### config.mk
export PLATFORM = sky130hd
export DESIGN_NAME = seq_divider
export DESIGN_NICKNAME = d
export VERILOG_FILES = /design/src/rtl/seq_divider.sv
export SDC_FILE = /design/constraint.sdc
export NUM_CORES = 2
export LEC_CHECK = 0
export CORE_UTILIZATION = 65
export CTS_BUF_LIST = sky130_fd_sc_hd__clkbuf_4 sky130_fd_sc_hd__clkbuf_8
export DETAILED_ROUTE_END_ITERATION = 12
export HOLD_SLACK_MARGIN = 0.08
export PLACE_DENSITY = 0.88
export SETUP_SLACK_MARGIN = 0.2
export SYNTH_ARGS = -nofsm -noshare
export SYNTH_HDL_FRONTEND = slang
export SYNTH_SLANG_ARGS = --single-unit
### constraint.sdc
create_clock -name clk -period 32.4 [get_ports clk]
set_input_delay 6.48 -clock clk [delete_from_list [all_inputs] [get_ports clk]]
set_output_delay 6.48 -clock clk [all_outputs]
set_load 0.01 [all_outputs]
### src/rtl/seq_divider.sv
// rtl/seq_divider.sv - multi-cycle restoring divider for the RV64M DIV/REM family (W forms included)
// Optional early-out of trivial divides: SEQ_DIVIDER_EARLY_OUT_EN
module seq_divider #(
  parameter int XLEN = 64,
  parameter int WLEN = XLEN / 2
) (
  input  logic            clk,
  input  logic            reset,
  input  logic            flush,
  input  logic            in_valid,
  output logic            in_ready,
  input  logic [2:0]      op,
  input  logic [XLEN-1:0] a,
  input  logic [XLEN-1:0] b,
  output logic            out_valid,
  input  logic            out_ready,
  output logic [XLEN-1:0] result,
  output logic            busy
);

  localparam int CW = $clog2(XLEN + 1);
  localparam logic [CW-1:0]   N_FULL = CW'(XLEN);
  localparam logic [CW-1:0]   N_WORD = CW'(WLEN);
  localparam logic [XLEN-1:0] MIN_X  = {1'b1, {(XLEN-1){1'b0}}};
  localparam logic [XLEN-1:0] MIN_W  = {{(XLEN-WLEN){1'b0}}, 1'b1, {(WLEN-1){1'b0}}};

  typedef enum logic [1:0] {S_IDLE, S_CALC, S_FIX, S_DONE} state_t;

  state_t          state_q, state_d;
  logic [CW-1:0]   cnt_q, cnt_d;
  logic [XLEN-1:0] rem_q, rem_d;
  logic [XLEN-1:0] quo_q, quo_d;
  logic [XLEN-1:0] mag_b_q, mag_b_d;
  logic [XLEN-1:0] a_q, a_d;
  logic            rem_op_q, rem_op_d;
  logic            word_q, word_d;
  logic            a_neg_q, a_neg_d;
  logic            b_neg_q, b_neg_d;
  logic            b_zero_q, b_zero_d;
  logic            ovf_q, ovf_d;
  logic            settle_q, settle_d;
  logic [XLEN-1:0] result_q, result_d;
  logic            out_valid_q, out_valid_d;

  // Operand conditioning at the op width; word operands are extended first.
  logic            op_uns, op_word;
  logic [XLEN-1:0] op_a, op_b, mag_a, mag_b;
  logic            a_neg, b_neg, b_zero, ovf, early;

  always_comb begin
    op_uns  = op[0];
    op_word = op[2];
    if (op_word) begin
      op_a = op_uns ? {{(XLEN-WLEN){1'b0}}, a[WLEN-1:0]} : {{(XLEN-WLEN){a[WLEN-1]}}, a[WLEN-1:0]};
      op_b = op_uns ? {{(XLEN-WLEN){1'b0}}, b[WLEN-1:0]} : {{(XLEN-WLEN){b[WLEN-1]}}, b[WLEN-1:0]};
    end else begin
      op_a = a;
      op_b = b;
    end
    a_neg  = ~op_uns & op_a[XLEN-1];
    b_neg  = ~op_uns & op_b[XLEN-1];
    mag_a  = a_neg ? -op_a : op_a;
    mag_b  = b_neg ? -op_b : op_b;
    b_zero = (op_b == '0);
    ovf    = a_neg & (mag_a == (op_word ? MIN_W : MIN_X)) & (op_b == '1);
    early  = b_zero | ovf | (mag_a < mag_b);
  end

  logic [XLEN:0]   rem_shift, diff;
  logic [XLEN-1:0] quo_mag, q_val, r_val, res_full, res_fix;

  always_comb begin
    rem_shift = {rem_q, quo_q[XLEN-1]};
    diff      = rem_shift - {1'b0, mag_b_q};

    quo_mag = word_q ? {{(XLEN-WLEN){1'b0}}, quo_q[WLEN-1:0]} : quo_q;
    q_val   = (a_neg_q ^ b_neg_q) ? -quo_mag : quo_mag;
    r_val   = a_neg_q ? -rem_q : rem_q;
    if (b_zero_q) begin
      q_val = '1;
      r_val = a_q;
    end else if (ovf_q) begin
      q_val = a_q;
      r_val = '0;
    end
    res_full = rem_op_q ? r_val : q_val;
    res_fix  = word_q ? {{(XLEN-WLEN){res_full[WLEN-1]}}, res_full[WLEN-1:0]} : res_full;
  end

  always_comb begin
    state_d     = state_q;
    cnt_d       = cnt_q;
    rem_d       = rem_q;
    quo_d       = quo_q;
    mag_b_d     = mag_b_q;
    a_d         = a_q;
    rem_op_d    = rem_op_q;
    word_d      = word_q;
    a_neg_d     = a_neg_q;
    b_neg_d     = b_neg_q;
    b_zero_d    = b_zero_q;
    ovf_d       = ovf_q;
    settle_d    = settle_q;
    result_d    = result_q;
    out_valid_d = out_valid_q;

    if (flush) begin
      state_d     = S_IDLE;
      out_valid_d = 1'b0;
      settle_d    = 1'b0;
    end else begin
      case (state_q)
        S_IDLE: begin
          if (in_valid) begin
            rem_op_d = op[1];
            word_d   = op_word;
            a_neg_d  = a_neg;
            b_neg_d  = b_neg;
            b_zero_d = b_zero;
            ovf_d    = ovf;
            a_d      = op_a;
            mag_b_d  = mag_b;
            rem_d    = '0;
            quo_d    = op_word ? (mag_a << WLEN) : mag_a;
            cnt_d    = op_word ? N_WORD : N_FULL;
            state_d  = S_CALC;
`ifdef SEQ_DIVIDER_EARLY_OUT_EN
            // Trivial divides park in FIX for one extra cycle, giving a fixed 2-cycle latency.
            if (early) begin
              rem_d    = mag_a;
              quo_d    = '0;
              settle_d = 1'b1;
              state_d  = S_FIX;
            end
`endif
          end
        end
        S_CALC: begin
          if (!diff[XLEN]) begin
            rem_d = diff[XLEN-1:0];
            quo_d = {quo_q[XLEN-2:0], 1'b1};
          end else begin
            rem_d = rem_shift[XLEN-1:0];
            quo_d = {quo_q[XLEN-2:0], 1'b0};
          end
          cnt_d = cnt_q - CW'(1);
          if (cnt_q == CW'(1)) state_d = S_FIX;
        end
        S_FIX: begin
          if (settle_q) begin
            settle_d = 1'b0;
          end else begin
            result_d    = res_fix;
            out_valid_d = 1'b1;
            state_d     = S_DONE;
          end
        end
        S_DONE: begin
          if (out_ready) begin
            out_valid_d = 1'b0;
            state_d     = S_IDLE;
          end
        end
        default: state_d = S_IDLE;
      endcase
    end
  end

  always_ff @(posedge clk or posedge reset) begin
    if (reset) begin
      state_q     <= S_IDLE;
      cnt_q       <= '0;
      rem_q       <= '0;
      quo_q       <= '0;
      mag_b_q     <= '0;
      a_q         <= '0;
      rem_op_q    <= 1'b0;
      word_q      <= 1'b0;
      a_neg_q     <= 1'b0;
      b_neg_q     <= 1'b0;
      b_zero_q    <= 1'b0;
      ovf_q       <= 1'b0;
      settle_q    <= 1'b0;
      result_q    <= '0;
      out_valid_q <= 1'b0;
    end else begin
      state_q     <= state_d;
      cnt_q       <= cnt_d;
      rem_q       <= rem_d;
      quo_q       <= quo_d;
      mag_b_q     <= mag_b_d;
      a_q         <= a_d;
      rem_op_q    <= rem_op_d;
      word_q      <= word_d;
      a_neg_q     <= a_neg_d;
      b_neg_q     <= b_neg_d;
      b_zero_q    <= b_zero_d;
      ovf_q       <= ovf_d;
      settle_q    <= settle_d;
      result_q    <= result_d;
      out_valid_q <= out_valid_d;
    end
  end

  assign in_ready  = (state_q == S_IDLE);
  assign busy      = (state_q != S_IDLE);
  assign out_valid = out_valid_q;
  assign result    = result_q;

endmodule

# Word-level counts from Yosys, hierarchy flattened
# Cells that the tools add are included.
# word_totals
reg_bits,337
latch_bits,0
ramBits,0
romBits,0
input_bits,136
out_inout_bits,67
word_cells,89
mem_count,0
# op_classes
n_addsub,6
mul,0
n_div,0
order_cmp,0
eq_ne,11
shifts,0
n_mux,38
bitwise,8
n_reduce_logical,11
# op_table
op,count
64-bit two-way mux,20
64-bit negator,4
64-bit case mux with 2 select lines,2
65-bit by 64-bit subtractor with 65-bit output,1
64-bit == test,1
64-bit == test (second input constant),1
64-bit zero test,1
7-bit two-way mux,2
7-bit case mux with 2 select lines,1
3-bit inequality test (second input constant),4
3-bit AND reduction,4
2-bit two-way mux,5
2-bit case mux with 4 select lines,1
7-bit by 1-bit == test with 1-bit output (second input constant),1
7-bit by 1-bit subtractor with 7-bit output (second input constant),1
1-bit two-way mux,6
2-bit nonzero test,3
1-bit AND,4
2-bit == test (second input constant),2
4-bit AND reduction,1
1-bit inverter,3
3-bit nonzero test,1
2-bit by 1-bit == test with 1-bit output (second input constant),1
2-bit zero test,1
other kinds (3),3

# Depth between registers and ports, before layout
# logic_depth
ltp_word,7
depth_mapped,17
mapped_depth_nobuf,14

# Least setup slack after synthesis
# No wires, ideal clock.
# synth_timing
path_type,input-to-reg
startpoint,in a[7]
endpoint,reg ovf_q
setup_ns,0.101
t_arrival_ns,9.761
t_required_ns,32.299
setup_slack_ns,22.538
cell_stages,16
path_buffers,2
path_cell_list,clkbuf_1 > or4_1 > nor4_2 > and4_1 > clkbuf_1 > a21oi_1 > xnor2_1 > ha_1 > nand4_1 > nor4_1 > nand4_1 > a2111oi_0 > nand4_1 > nor4_1 > o2111ai_1 > o32ai_1
# synth_via
elab_chain_cells,7
# synth_rtl
item,line,source
from (decl),13,"input logic [XLEN-1:0] a,"
64-bit two-way mux,54,"op_a = op_uns ? {{(XLEN-WLEN){1'b0}}, a[WLEN-1:0]} : {{(XLEN-WLEN){a[WLEN-1]}}, a[WLEN-1:0]};"
64-bit two-way mux (*),53,if (op_word) begin
64-bit negator,62,mag_a = a_neg ? -op_a : op_a;
64-bit two-way mux (*),62,
64-bit == test (*),65,ovf = a_neg & (mag_a == (op_word ? MIN_W : MIN_X)) & (op_b == '1);
1-bit AND (*) (2 in a row),65,
to (signal assigned),198,ovf_q <= ovf_d;
to (decl),40,"logic ovf_q, ovf_d;"
# Mark *: on every way between the ends. The rest lies on a longest branch, timed or not.
# A chain may end at the register's enable or synchronous reset.

# Final worst setup path
# layout_timing
startpoint,in a[21]
endpoint,reg ovf_q
# Same word-level chain as after synthesis.

==> out/qor.txt <==
=================================================================================================================
Setup violators final ..............................................................................            0
Die width ..........................................................................................     202.3 µm
Routed len/inst ....................................................................................     24.99 µm
Achievable frequency ...............................................................................  0.09016 GHz
Max Used Layer .....................................................................................         met5
VDD IR-drop max ....................................................................................     98.58 µV
Initial Utilization ................................................................................       66.67%
Total of flip-flops plus latches after synthesis ...................................................          336
Wire length on met3 ................................................................................    13,650 µm
Number of vias after detailed routing ..............................................................       28,660
Worst EP arrival ...................................................................................     11.67 ns
Leakage power summed over all cells ................................................................     12.63 nW
Area of all sequential standard cells ..............................................................     8409 µm²
Violation count after the first detailed-route iteration ...........................................        4,554
Critical path required time ........................................................................     32.98 ns
Ys flop type ....................................................................................... sky130_fd_sc_hd__dfrtp_1
Number of CTS-inserted buffers .....................................................................           57
Setup Crit Path Kind ...............................................................................       in2reg
FFs w/ async S/R, synth ............................................................................       100.0%
Number of I/O port buffers .........................................................................          202
Number of cells on the worst reg-to-reg path .......................................................           15
Clock transition at the registers of the reported paths ............................................      0.07 ns
Seq/Total Area, Yosys ..............................................................................       32.26%
Count of standard-cell rows ........................................................................           72
Cell area after technology mapping .................................................................   26,060 µm²
Ranking of synthesized cells by area ............................................................... sky130_fd_sc_hd__dfrtp_1 (32%), sky130_fd_sc_hd__o21ai_0 (8.2%), sky130_fd_sc_hd__nand2_1 (6.6%)
Skew final .........................................................................................   0.05014 ns
R2R Setup Slk ......................................................................................     26.99 ns
Area fraction in compound gates after synthesis ....................................................       27.54%
EDFF count, synth ..................................................................................            0
Synthesis Warnings .................................................................................            0
Largest net degree at the start of global routing ..................................................          154
Total wirelength of the detailed-routed design .....................................................    99,780 µm
Arithmetic-cell share of the synthesized area counting full adders, half adders and majority gates .       3.725%
Fin nets ...........................................................................................        3,642
XOR/XNOR Fraction of Synth Area ....................................................................       9.509%
Cells on Worst Hold Path ...........................................................................            2
Clk root buf ....................................................................................... sky130_fd_sc_hd__clkbuf_8
Average footprint of a synthesized cell ............................................................    7.705 µm²
Run status ......................................................................................... finished, final reports clean
Clock tree from TritonCTS ..........................................................................         done
Tmin final .........................................................................................     11.09 ns
Simple-gate share of the synthesized area ..........................................................       19.02%
Count of buffers added by post-CTS timing repair for setup .........................................            0
Initial antenna violation count ....................................................................            4
Count of mapped cells out of synthesis .............................................................        3,383
RSZ-0062 raised after global routing ...............................................................        false
Final Wtd Congestion ...............................................................................        1.024
Cell Pwr Density ................................................................................... 123.8 nW/µm²
Period utilization .................................................................................       34.23%
Clk buf depth ......................................................................................            3
Worst-Margin Slew ..................................................................................     1.234 ns
Die area ...........................................................................................   40,910 µm²
Number of maximum-capacitance violations ...........................................................            0
Leading cell type in the layout, fill and taps excluded ............................................ sky130_fd_sc_hd__nand2_1
TritonCTS Sinks ....................................................................................          336
Post-cts repair resize count .......................................................................            0
Final hold vios ....................................................................................            0
CTS H-tree depth ...................................................................................            2
Detailed route wirelength on metal2 ................................................................    41,960 µm
Cell accounting for the most synthesized area ...................................................... sky130_fd_sc_hd__dfrtp_1
Power after layout .................................................................................     3.647 mW
Number of buffers inserted for hold repair after clock tree synthesis ..............................            0
Number of placed instances, taps included ..........................................................        3,888
Detailed placement HPWL ............................................................................    71,940 µm
Die Height .........................................................................................     202.3 µm
Post-Synthesis Net Count ...........................................................................        3,596
Synth top area share ...............................................................................       32.26%
Area overhead of the layout relative to synthesis ..................................................       12.98%
Share of final-layout standard cells stronger than drive strength 1 ................................       5.616%
Antenna-violating nets left ........................................................................            0
Post-synth cell types ..............................................................................           77
Setup TNS after final layout .......................................................................         0 ns
Post-detailed-route via-to-cell ratio ..............................................................        7.177
Worst Setup End Kind ...............................................................................    flip-flop
Overall fraction of global-route tracks in use .....................................................       47.85%
Clock latency reported for the late side of the worst-skew pair ....................................      0.72 ns
Slew Limit Fails ...................................................................................            0
Dominant combinational cell family by area after synthesis ......................................... compound AO/OA/AOI/OAI gates
Biggest fanout along the worst timing path .........................................................            8
Commonest cells after routing, fill and taps aside ................................................. sky130_fd_sc_hd__nand2_1 (456), sky130_fd_sc_hd__o21ai_0 (426), sky130_fd_sc_hd__dfrtp_1 (335)
Number of optimization iterations in the first detailed-route pass .................................            7
Area of the core region ............................................................................   39,100 µm²
Fillcell total .....................................................................................        2,839
Multiplexer fraction of the synthesized cell area ..................................................       2.611%
Via count of the first global-routing pass .........................................................       26,630
Drt drc ............................................................................................            0
Multi-input gate area in the final layout ..........................................................   16,320 µm²
Max-slew headroom at the worst pin .................................................................       17.57%
M1 wire length .....................................................................................    37,220 µm
IO Count ...........................................................................................          203
Overflow left after global routing .................................................................            0
Filler-free cell count of the finished design ......................................................        3,993
HP Class ...........................................................................................      reg2reg
First-pass GRT wire length .........................................................................   152,300 µm
Type of element launching the critical path ........................................................ primary input
=================================================================================================================
==> path summary, 6_finish.rpt <==
check / from / end
min in group asynchronous: reset / mag_b_q[14]
worst max register to register: quo_q[63] / rem_q[9]
worst min-delay path: mag_b_q[62] / mag_b_q[62]
max in group asynchronous: reset / a_q[56]
worst min register to register: mag_b_q[62] / mag_b_q[62]
worst max-delay path: a[21] / ovf_q
==> logic make-up after synthesis <==
family,count (synthesis)
compound gates,1175
simple gates,1077
buf+inv,368
flops,336
xor+xnor,283
fa+ha+maj,77
mux,67
==> sequential cells by signal, summed over array words and instances, names as in the netlist <==
register / cells
ovf_q: 1
b_neg_q: 1
rem_op_q: 1
quo_q: 64
mag_b_q: 64
word_q: 1
state_q: 2
rem_q: 64
cnt_q: 7
out_valid: 1
a_q: 64
result: 64
a_neg_q: 1
b_zero_q: 1
==> worst max-delay path: stages <==
cell,delay (ns)
sky130_fd_sc_hd__clkdlybuf4s50_1,0.57
sky130_fd_sc_hd__or4_1,0.61
sky130_fd_sc_hd__nor4_1,0.49
sky130_fd_sc_hd__and4_1,0.56
sky130_fd_sc_hd__a21oi_1,0.16
sky130_fd_sc_hd__xnor2_1,0.20
sky130_fd_sc_hd__ha_1,0.33
sky130_fd_sc_hd__nand4_1,0.10
sky130_fd_sc_hd__nor4_1,0.28
sky130_fd_sc_hd__nand4_1,0.13
sky130_fd_sc_hd__a2111oi_0,0.58
sky130_fd_sc_hd__nand4_1,0.17
sky130_fd_sc_hd__nor4_1,0.51
sky130_fd_sc_hd__o2111ai_1,0.24
sky130_fd_sc_hd__o32ai_1,0.25
==> layout make-up <==
type | instances | share of cell area (%)
Clock inverter | 13 | 0.5269
Multi-Input combinational cell | 2679 | 55.42
Tap cell | 518 | 2.201
Antenna cell | 3 | 0.02549
Clock buffer | 89 | 3.947
Sequential cell | 336 | 28.56
Timing Repair Buffer | 238 | 7.810
Inverter | 117 | 1.517
==> cell usage after synthesis, drive strengths merged (13+ instances only) <==
cell    number
nand2      456
o21ai      428
dfrtp      336
a21oi      288
nor2       266
clkbuf     231
xor2       166
xnor2      117
inv        115
ha          76
nor3        63
mux2i       59
o31ai       59
a21o        52
nor4        49
nand4       44
a31oi       42
or3         41
o22ai       38
a221oi      37
nand3       33
a211oi      31
a22oi       31
or4         29
o41ai       23
or2         21
a32oi       20
buf         20
o21a        17
nand2b      16
a221o       15
o211ai      13
==> through the flow <==
| step | cell area (µm²) | util, % | hold slack (ns) | setup WS, ns |
|---|---|---|---|---|
| after global placement | 28120 | 71.93 | 0.4605 | 21.13 |
| after CTS | 29440 | 75.30 | 0.4786 | 21.59 |
| after floorplan | 26070 | - | 0.4404 | 16.61 |
| after global routing | 29440 | 75.30 | 0.4931 | 21.25 |
| final | 29450 | 75.32 | 0.4802 | 21.31 |
| after detailed placement | 28120 | 71.93 | 0.4639 | 20.93 |
==> where the power goes <==
part | switching [mW] | internal [mW]
logic | 1.48 | 0.867
clock network | 0.200 | 0.246
registers | 0.249 | 0.607
==> routing by layer <==
metal / up-vias / track usage [%]
met5: - / 0
met4: 4 / 27.47
met3: 474 / 12.06
met2: 2446 / 70.68
met1: 13420 / 63.77
li1: 12310 / -
(Power assumes the default switching activity.)
